**src/rtl/cpu_pkg.sv**
```systemverilog
// Shared encodings for the multicycle core: opcodes, instruction field positions
// and the control FSM state type.
package cpu_pkg;

  typedef enum logic [2:0] {
    FETCH  = 3'd0,
    DECODE = 3'd1,
    EXEC   = 3'd2,
    MEM    = 3'd3,
    WB     = 3'd4,
    HALT   = 3'd5
  } state_e;

  localparam logic [5:0] OP_NOP  = 6'd0;
  localparam logic [5:0] OP_ADD  = 6'd1;
  localparam logic [5:0] OP_SUB  = 6'd2;
  localparam logic [5:0] OP_AND  = 6'd3;
  localparam logic [5:0] OP_OR   = 6'd4;
  localparam logic [5:0] OP_ADDI = 6'd5;
  localparam logic [5:0] OP_LD   = 6'd6;
  localparam logic [5:0] OP_ST   = 6'd7;
  localparam logic [5:0] OP_BEQ  = 6'd8;
  localparam logic [5:0] OP_JMP  = 6'd9;
  localparam logic [5:0] OP_HALT = 6'd63;

  localparam int OPC_LSB = 26;
  localparam int RD_LSB  = 21;
  localparam int RS_LSB  = 16;
  localparam int RT_LSB  = 11;
  localparam int IMM_W   = 16;

endpackage

```
**src/rtl/multicycle_cpu_regfile.sv**
```systemverilog
// Architectural register file: two combinational read ports, one clocked write
// port; register 0 is hardwired to zero.
module regfile #(
  parameter int DATA_W    = 32,
  parameter int REG_COUNT = 16
) (
  input  logic                         clk,
  input  logic                         rst_n,
  input  logic                         we,
  input  logic [$clog2(REG_COUNT)-1:0] waddr,
  input  logic [DATA_W-1:0]            wdata,
  input  logic [$clog2(REG_COUNT)-1:0] raddr_a,
  output logic [DATA_W-1:0]            rdata_a,
  input  logic [$clog2(REG_COUNT)-1:0] raddr_b,
  output logic [DATA_W-1:0]            rdata_b
);

  logic [DATA_W-1:0] regs_q [REG_COUNT];
  logic [DATA_W-1:0] regs_d [REG_COUNT];

  always_comb begin
    regs_d = regs_q;
    if (we && (waddr != '0)) begin
      regs_d[waddr] = wdata;
    end
  end

  always_ff @(posedge clk or negedge rst_n) begin
    if (!rst_n) begin
      for (int i = 0; i < REG_COUNT; i++) begin
        regs_q[i] <= '0;
      end
    end else begin
      regs_q <= regs_d;
    end
  end

  assign rdata_a = (raddr_a == '0) ? '0 : regs_q[raddr_a];
  assign rdata_b = (raddr_b == '0) ? '0 : regs_q[raddr_b];

endmodule

```
**src/rtl/multicycle_cpu.sv**
```systemverilog
// Multicycle core with a single shared memory port; FETCH, DECODE, EXEC, MEM, WB
// states, HALT is terminal until reset.
// state  | meaning
// FETCH  | read M[PC] into IR, PC+1 on handshake
// DECODE | latch operands, HALT opcode stops the core
// EXEC   | ALU / address / branch resolution
// MEM    | data load or store, held until mem_ready
// WB     | register write and out update
// HALT   | frozen, no requests
module multicycle_cpu
  import cpu_pkg::*;
#(
  parameter int DATA_W    = 32,
  parameter int REG_COUNT = 16,
  parameter int ADDR_W    = 16
) (
  input  logic              clk,
  input  logic              reset,
  output logic              mem_req,
  output logic              mem_we,
  output logic [ADDR_W-1:0] mem_addr,
  output logic [DATA_W-1:0] mem_wdata,
  input  logic [DATA_W-1:0] mem_rdata,
  input  logic              mem_ready,
  output logic [DATA_W-1:0] out,
  output logic              halted
);

  localparam int RW = $clog2(REG_COUNT);

  state_e            state_q, state_d;
  logic [ADDR_W-1:0] pc_q, pc_d;
  logic [31:0]       ir_q, ir_d;
  logic [DATA_W-1:0] a_q, a_d;
  logic [DATA_W-1:0] b_q, b_d;
  logic [DATA_W-1:0] res_q, res_d;
  logic [DATA_W-1:0] out_q, out_d;

  logic [5:0]        opcode;
  logic [RW-1:0]     rd_idx, rs_idx, rt_idx, rb_idx;
  logic [DATA_W-1:0] imm_sext;
  logic [ADDR_W-1:0] imm_pc;
  logic [ADDR_W-1:0] imm_abs;
  logic [DATA_W-1:0] rf_rdata_a, rf_rdata_b;
  logic              rf_we;
  logic              unused_ir;

  assign opcode   = ir_q[OPC_LSB +: 6];
  assign rd_idx   = ir_q[RD_LSB +: RW];
  assign rs_idx   = ir_q[RS_LSB +: RW];
  assign rt_idx   = ir_q[RT_LSB +: RW];
  assign imm_sext = DATA_W'($signed(ir_q[IMM_W-1:0]));
  assign imm_pc   = ADDR_W'($signed(ir_q[IMM_W-1:0]));
  assign imm_abs  = ADDR_W'(ir_q[IMM_W-1:0]);
  assign unused_ir = ^ir_q;

  // Stores and branches compare/store rd, so port B reads rd instead of rt.
  assign rb_idx = ((opcode == OP_ST) || (opcode == OP_BEQ)) ? rd_idx : rt_idx;

  regfile #(
    .DATA_W   (DATA_W),
    .REG_COUNT(REG_COUNT)
  ) u_regfile (
    .clk    (clk),
    .rst_n  (reset),
    .we     (rf_we),
    .waddr  (rd_idx),
    .wdata  (res_q),
    .raddr_a(rs_idx),
    .rdata_a(rf_rdata_a),
    .raddr_b(rb_idx),
    .rdata_b(rf_rdata_b)
  );

  always_comb begin
    state_d = state_q;
    pc_d    = pc_q;
    ir_d    = ir_q;
    a_d     = a_q;
    b_d     = b_q;
    res_d   = res_q;
    out_d   = out_q;
    rf_we   = 1'b0;
    case (state_q)
      FETCH: begin
        if (mem_ready) begin
          ir_d    = 32'(mem_rdata);
          pc_d    = pc_q + ADDR_W'(1);
          state_d = DECODE;
        end
      end
      DECODE: begin
        a_d     = rf_rdata_a;
        b_d     = rf_rdata_b;
        state_d = (opcode == OP_HALT) ? HALT : EXEC;
      end
      EXEC: begin
        state_d = FETCH;
        case (opcode)
          OP_ADD:  begin res_d = a_q + b_q;      state_d = WB;  end
          OP_SUB:  begin res_d = a_q - b_q;      state_d = WB;  end
          OP_AND:  begin res_d = a_q & b_q;      state_d = WB;  end
          OP_OR:   begin res_d = a_q | b_q;      state_d = WB;  end
          OP_ADDI: begin res_d = a_q + imm_sext; state_d = WB;  end
          OP_LD,
          OP_ST:   begin res_d = a_q + imm_sext; state_d = MEM; end
          OP_BEQ: begin
            if (a_q == b_q) begin
              pc_d = pc_q + imm_pc;
            end
          end
          OP_JMP:  pc_d = imm_abs;
          default: ;
        endcase
      end
      MEM: begin
        if (mem_ready) begin
          if (opcode == OP_LD) begin
            res_d   = mem_rdata;
            state_d = WB;
          end else begin
            state_d = FETCH;
          end
        end
      end
      WB: begin
        rf_we = 1'b1;
        if (rd_idx != '0) begin
          out_d = res_q;
        end
        state_d = FETCH;
      end
      HALT:    ;
      default: state_d = FETCH;
    endcase
  end

  always_ff @(posedge clk or negedge reset) begin
    if (!reset) begin
      state_q <= FETCH;
      pc_q    <= '0;
      ir_q    <= '0;
      a_q     <= '0;
      b_q     <= '0;
      res_q   <= '0;
      out_q   <= '0;
    end else begin
      state_q <= state_d;
      pc_q    <= pc_d;
      ir_q    <= ir_d;
      a_q     <= a_d;
      b_q     <= b_d;
      res_q   <= res_d;
      out_q   <= out_d;
    end
  end

  // Gating with reset drops an in-flight request the moment reset asserts.
  assign mem_req   = reset && ((state_q == FETCH) || (state_q == MEM));
  assign mem_we    = reset && (state_q == MEM) && (opcode == OP_ST);
  assign mem_addr  = (state_q == MEM) ? ADDR_W'(res_q) : pc_q;
  assign mem_wdata = b_q;
  assign out       = out_q;
  assign halted    = (state_q == HALT);

endmodule

```
**config.mk**
```make
export PLATFORM = sky130hd
export DESIGN_NAME = multicycle_cpu
export DESIGN_NICKNAME = d
export VERILOG_FILES = /design/src/rtl/cpu_pkg.sv /design/src/rtl/multicycle_cpu_regfile.sv /design/src/rtl/multicycle_cpu.sv
export SDC_FILE = /design/constraint.sdc
export NUM_CORES = 2
export LEC_CHECK = 0
export BUFFER_PORTS_ARGS = -buffer_cell sky130_fd_sc_hd__buf_2
export CAP_MARGIN = 10
export CELL_PAD_IN_SITES_DETAIL_PLACEMENT = 1
export CELL_PAD_IN_SITES_GLOBAL_PLACEMENT = 1
export CORE_MARGIN = 2
export CORE_UTILIZATION = 47
export CTS_CLUSTER_DIAMETER = 30
export DETAILED_ROUTE_END_ITERATION = 8
export PLACE_DENSITY = 0.75
export SLEW_MARGIN = 20
export SYNTH_ARGS = -nofsm -noshare
export SYNTH_HDL_FRONTEND = slang
export SYNTH_HIERARCHICAL = 1
export SYNTH_SLANG_ARGS = --single-unit
```
**constraint.sdc**
```tcl
create_clock -name clk -period 4.2 [get_ports clk]
set_input_delay 0.42 -clock clk [delete_from_list [all_inputs] [get_ports clk]]
set_output_delay 0.42 -clock clk [all_outputs]
set_load 0.02 [all_outputs]
```
## Word-level counts from Yosys, hierarchy flattened

Index checks and enable logic that the tools add are counted.
Widths: inputs -> output; s select.

| operators by class | value |
|---|---|
| $add $sub $neg | 5 |
| multiply operators | 0 |
| divide/modulo/power cells | 0 |
| order comparisons | 4 |
| equal/unequal tests | 22 |
| shifts and indexed selects | 0 |
| multiplexer cells | 28 |
| bitwise logic cells | 6 |
| reductions and logical operators | 21 |

Operators with widths:

| kind | number |
|---|---|
| $bwmux 512 | 1 |
| $mux 32 | 9 |
| $bmux 32 s4 | 2 |
| $pmux 32 s5 | 1 |
| $demux 32 s4 | 1 |
| $add 32x32->32 | 2 |
| $pmux 16 s2 | 2 |
| $pmux 32 s2 | 1 |
| $mux 16 | 3 |
| $and 32x32->32 | 1 |
| $eq 32x32->1 | 1 |
| $or 32x32->32 | 1 |
| $sub 32x32->32 | 1 |
| $eq 6x3->1 const B | 4 |
| $add 16x1->16 const B | 1 |
| $add 16x16->16 | 1 |
| $ge 5x5->1 const B | 3 |
| $not 4->5 | 3 |
| $pmux 3 s5 | 1 |
| $eq 6x2->1 const B | 2 |
| $eq 6x4->1 const B | 2 |
| $mux 3 | 4 |
| $logic_not 4->1 | 2 |
| $reduce_and 4->1 | 2 |
| other kinds (24) | 35 |

| storage, ports and cells | value |
|---|---|
| register bits | 691 |
| bits in latches | 0 |
| memory bits (writable) | 0 |
| ROM bits | 0 |
| input bits | 35 |
| output and inout bits | 83 |
| logic and storage cells | 109 |
| memories kept | 0 |

## Logic depth before layout (Yosys ltp)

| logic depth | value |
|---|---|
| depth in word-level cells | 8 |
| depth in mapped cells | 19 |

## Cells and area by module

Netlist, hierarchy kept.

Modules (own cells, without submodules):

| module | times used | cells an instance | area an instance (sq um) |
|---|---|---|---|
| regfile | 1 | 1817 | 25588.3 |
| multicycle_cpu | 1 | 1613 | 13686.9 |

## Worst setup path after synthesis

OpenSTA, ideal clock, no wires.

| timing path | value |
|---|---|
| path kind | reg-to-reg |
| from | register ir_q[31] |
| to | register res_q[31] |
| setup time | 83 ps |
| arrival | 3900 ps |
| data required time | 4117 ps |
| slack | 217 ps |
| cell stages (with the launch flop) | 18 |
| buffers on the path | 2 |
| period minus slack after synthesis | 3983 ps |
| cells stage by stage | dfrtp_1 nor3_4 nand2_1 or2_2 buf_2 buf_1 mux2_2 ha_1 o21ai_0 o21ai_0 a2111oi_0 or3_1 o31a_1 o21ai_1 a21boi_0 xnor2_1 o211a_1 o21ai_0 |

| on the way | value |
|---|---|
| cells in the longest elaborated chain, start to end | 4 |
| elaborated cells between the ends (all ways) | 13 |
| those cells by class | eq/ne (9); mux (2); reduce/logical (2) |

RTL lines:

| element | line | text |
|---|---|---|
| start, declared | multicycle_cpu.sv:33 | `logic [31:0] ir_q, ir_d;` |
| start signal, assigned | multicycle_cpu.sv:150 | `ir_q <= ir_d;` |
| $eq 6x3->1 (on tied branches) | multicycle_cpu.sv:99, multicycle_cpu.sv:118 |  |
| $reduce_or 3->1 (no line) | n/a |  |
| $pmux 32 s5 or $ne 6x2->1 (tied branches) | n/a |  |
| $pmux 32 s2 or $reduce_and 4->1 (tied branches) | n/a |  |
| end signal, assigned | multicycle_cpu.sv:153 | `res_q <= res_d;` |
| end, declared | multicycle_cpu.sv:36 | `logic [DATA_W-1:0] res_q, res_d;` |

Several ways; a longest one is shown, not always the timed one.
A chain may end at the register's enable or synchronous reset.

## Worst setup path in the final report

| timing path | value |
|---|---|
| from | register ir_q[31] |
| to | register res_q[27] |

The elaborated chain is that of the path after synthesis.

==> impl_metrics.yaml <==
critical_path:
  critPathRequiredTime_ns: 4.81
  cp_common_cell: "buf_4"
  cp-end-kind: "register"
  r2r_setup_slack_ns: 0.12
  cpPeakStageDelay_ns: 0.41
  cp_max_fo: 23
  crit_start: "ir_q[31]"
  path_cells: "nor3_4, nand2_1, or2_4, buf_12, buf_6, mux2_2, ha_4, a21oi_4, o21ai_2, buf_4, o41ai_4, buf_4, o41ai_4, buf_4, a211oi_4, o221ai_2, xnor2_1, o21ai_0, o2bb2ai_1"
  reg2reg_depth: 19
  crit_slowest_cell: "dfrtp_1"
  cp-start-kind: "register"
  path_class: "register to register"
  arrival_ns: 4.68
  reg2reg_to: "res_q[27]"
  r2r-start: "ir_q[31]"
die:
  die_area_um2: 85900
  std_cell_rows: 106
  dieWidth_um: 293
  start_util: 0.472
  io_pins: 118
  design.core.area_um2: 83200
  die_h_um: 293
timing:
  hold_viol: 0
  worst_pin_slew_ns: 1.06
  period_minus_slack_ns: 4.08
  max_clock_freq_mhz: 245
  final.setup_skew_ns: 0.0373
  finalCritPeriodShare: 0.971
  rsz0062_at_grt: "false"
  finalMaxSlewViolations: 0
  slew_headroom: 0.278
  fin_ws_ns: 0.122
  setup_violations: 0
global_routing:
  grt_max_degree: 142
  antenna_found_initial: 5
  grt_pass1_wl_um: 227000
  grt_usage: 0.352
  grt_overflow_total: 0
  grt_pass1_vias: 34900
outcome:
  outcome: "finished, final reports clean"
yosys:
  synth_ff_type: "dfrtp_1"
  syn_nets: 3611
  synth_top_cell_by_area: "dfrtp_1"
  syn_inst: 3430
  synth_cell_type_count: 83
  synth-edff-count: 0
  synth_seq_area_share: 0.419
  synth-seq-cells: 657
  ys_top_cells_by_count: "dfrtp_1, mux2_2, a21oi_1"
  synth_top_area_share: 0.419
  synthArstFlopShare: 1.00
  netlist_area_um2: 39300
  synth.avg_cell_area_um2: 11.5
  synth_warnings: 6
  synth_most_common_cell: "dfrtp_1"
  synthTopCellsByArea: "dfrtp_1, mux2_2, mux4_2"
job:
  cap_viol_max_count: 0
detailed_routing:
  vias: 31900
  via_per_inst: 6.64
  firstDrtPassIters: 5
  drtAntennaViolNets: 0
  wirelength_um: 152000
  wl_per_cell_um: 31.6
  drtIter0Drc: 2512
  drc_errors: 0
power:
  peakVddDrop_mv: 0.523
  p_leak_uw: 0.0222
  powerDensity_nw_per_um2: 837
  power_uw: 39500
placement:
  dp_hpwl_um: 92800
  dp_cells: 4485
  gp_congestion: 0.952
  port_buffers: 117
  pre_cts_slack_ns: -0.192
clock_network:
  cts-htree-levels: 4
  root_buffer: "clkbuf_16"
  numCtsBuffers: 153
  clkTransAtPathRegs_ns: 0.05
  clkSinkCount: 657
  worstSkewPairLatency_ns: 0.73
  clockBufferDepth: 3
  tritoncts: "yes"
final_layout:
  multiInputGateArea_um2: 21500
  fillerInstances: 8358
  area.growth.synth_to_final_pct: 20.2
  layout-drive-gt1-share: 0.349
  layout.cells.non_filler: 4796
  ff_latch_area_um2: 16400
  final_core_util: 0.568
  nNetsFinal: 3771
worst_hold_path:
  hold_start: "mem_rdata[17]"
  holdPathEnd: "ir_q[17]"
  hold_depth: 2
  hp-class: "primary input to register"
==> metrics by stage <==
stage                     instance area, um^2  TNS [ns]  hold slack (ns)
after floorplan                         39300         0            0.124
after global placement                  41300   -0.0611            0.457
after detailed placement                41300    -0.786            0.465
after CTS                               47000         0          0.00121
after global routing                    47200         0           0.0114
final                                   47200         0           0.0246
==> power breakdown <==
group	internal (uW)	total (uW)	leakage, uW	switching, uW
Combinational	6520	17100	0.0106	10600
Clock	8420	12500	0.00266	4060
Sequential	7440	9890	0.00894	2440
==> flip-flops by register name, indices dropped and copies added (netlist names) <==
name / flops
u_regfile/regs_q: 480
a_q: 32
mem_wdata: 32
out: 32
res_q: 32
ir_q: 30
pc_q: 16
state_q: 3
==> worst max path at each step <==
| stage | endpoint | slack [ns] | cells past startpoint |
|---|---|---|---|
| after floorplan | res_q[31] | 0.22 | 17 |
| after global placement | res_q[25] | -0.04 | 19 |
| after detailed placement | res_q[27] | -0.19 | 18 |
| after CTS | res_q[25] | 0.02 | 19 |
| after global routing | res_q[29] | 0.01 | 19 |
| final | res_q[27] | 0.12 | 19 |
==> logic make-up after synthesis <==
family,count (synthesis),synth area share
compound gates,736,0.122
xor+xnor,58,0.0129
simple gates,540,0.0622
fa+ha+maj,146,0.0471
mux,922,0.295
buf+inv,371,0.0418
flops,657,0.419
==> final cells by class <==
| class | instances | area share |
|---|---|---|
| Antenna cell | 2 | 0.000106 |
| Timing Repair Buffer | 268 | 0.0429 |
| Inverter | 108 | 0.00859 |
| Tap cell | 1080 | 0.0286 |
| Sequential cell | 657 | 0.349 |
| Clock inverter | 92 | 0.0256 |
| Multi-Input combinational cell | 2402 | 0.456 |
| Clock buffer | 187 | 0.0892 |
==> critical path: cells and delay by family, from the launching register on <==
kind	cells	cell delay, ns
xor+xnor	1	0.14
compound gates	8	1.35
mux	1	0.32
flops	1	0.41
fa+ha+maj	1	0.25
buf+inv	5	0.86
simple gates	3	0.61
==> routing by layer <==
metal	track usage	share of wire	wire [um]	vias to the layer above
li1	-	-	-	13100
met5	0	0.00016	25	-
met3	0.0628	0.063	9570	497
met4	0.228	0.066	9950	4
met2	0.581	0.48	73100	1497
met1	0.425	0.39	59000	16700
==> cell usage in the layout, fill, tap and decap left out, types with 116 or more instances in the layout <==
cell type,instances
clkbuf_16,155
a21oi_1,204
buf_2,116
o21ai_0,156
dfrtp_1,654
mux4_2,130
nand2_1,185
ha_1,139
nor2_1,172
mux2i_1,196
mux2_2,579
==> repair_timing <==
| item | in CTS | in global routing |
|---|---|---|
| gates resized for setup | 13 | 22 |
| pin swaps | 3 | 7 |
| setup endpoints to repair | 9 | 12 |
| endpoints found under the hold margin | 80 | 0 |
| buffers inserted | 1 | 5 |
| hold buffers | 24 | 0 |
No activity file was read; power rests on OpenSTA's default activity.
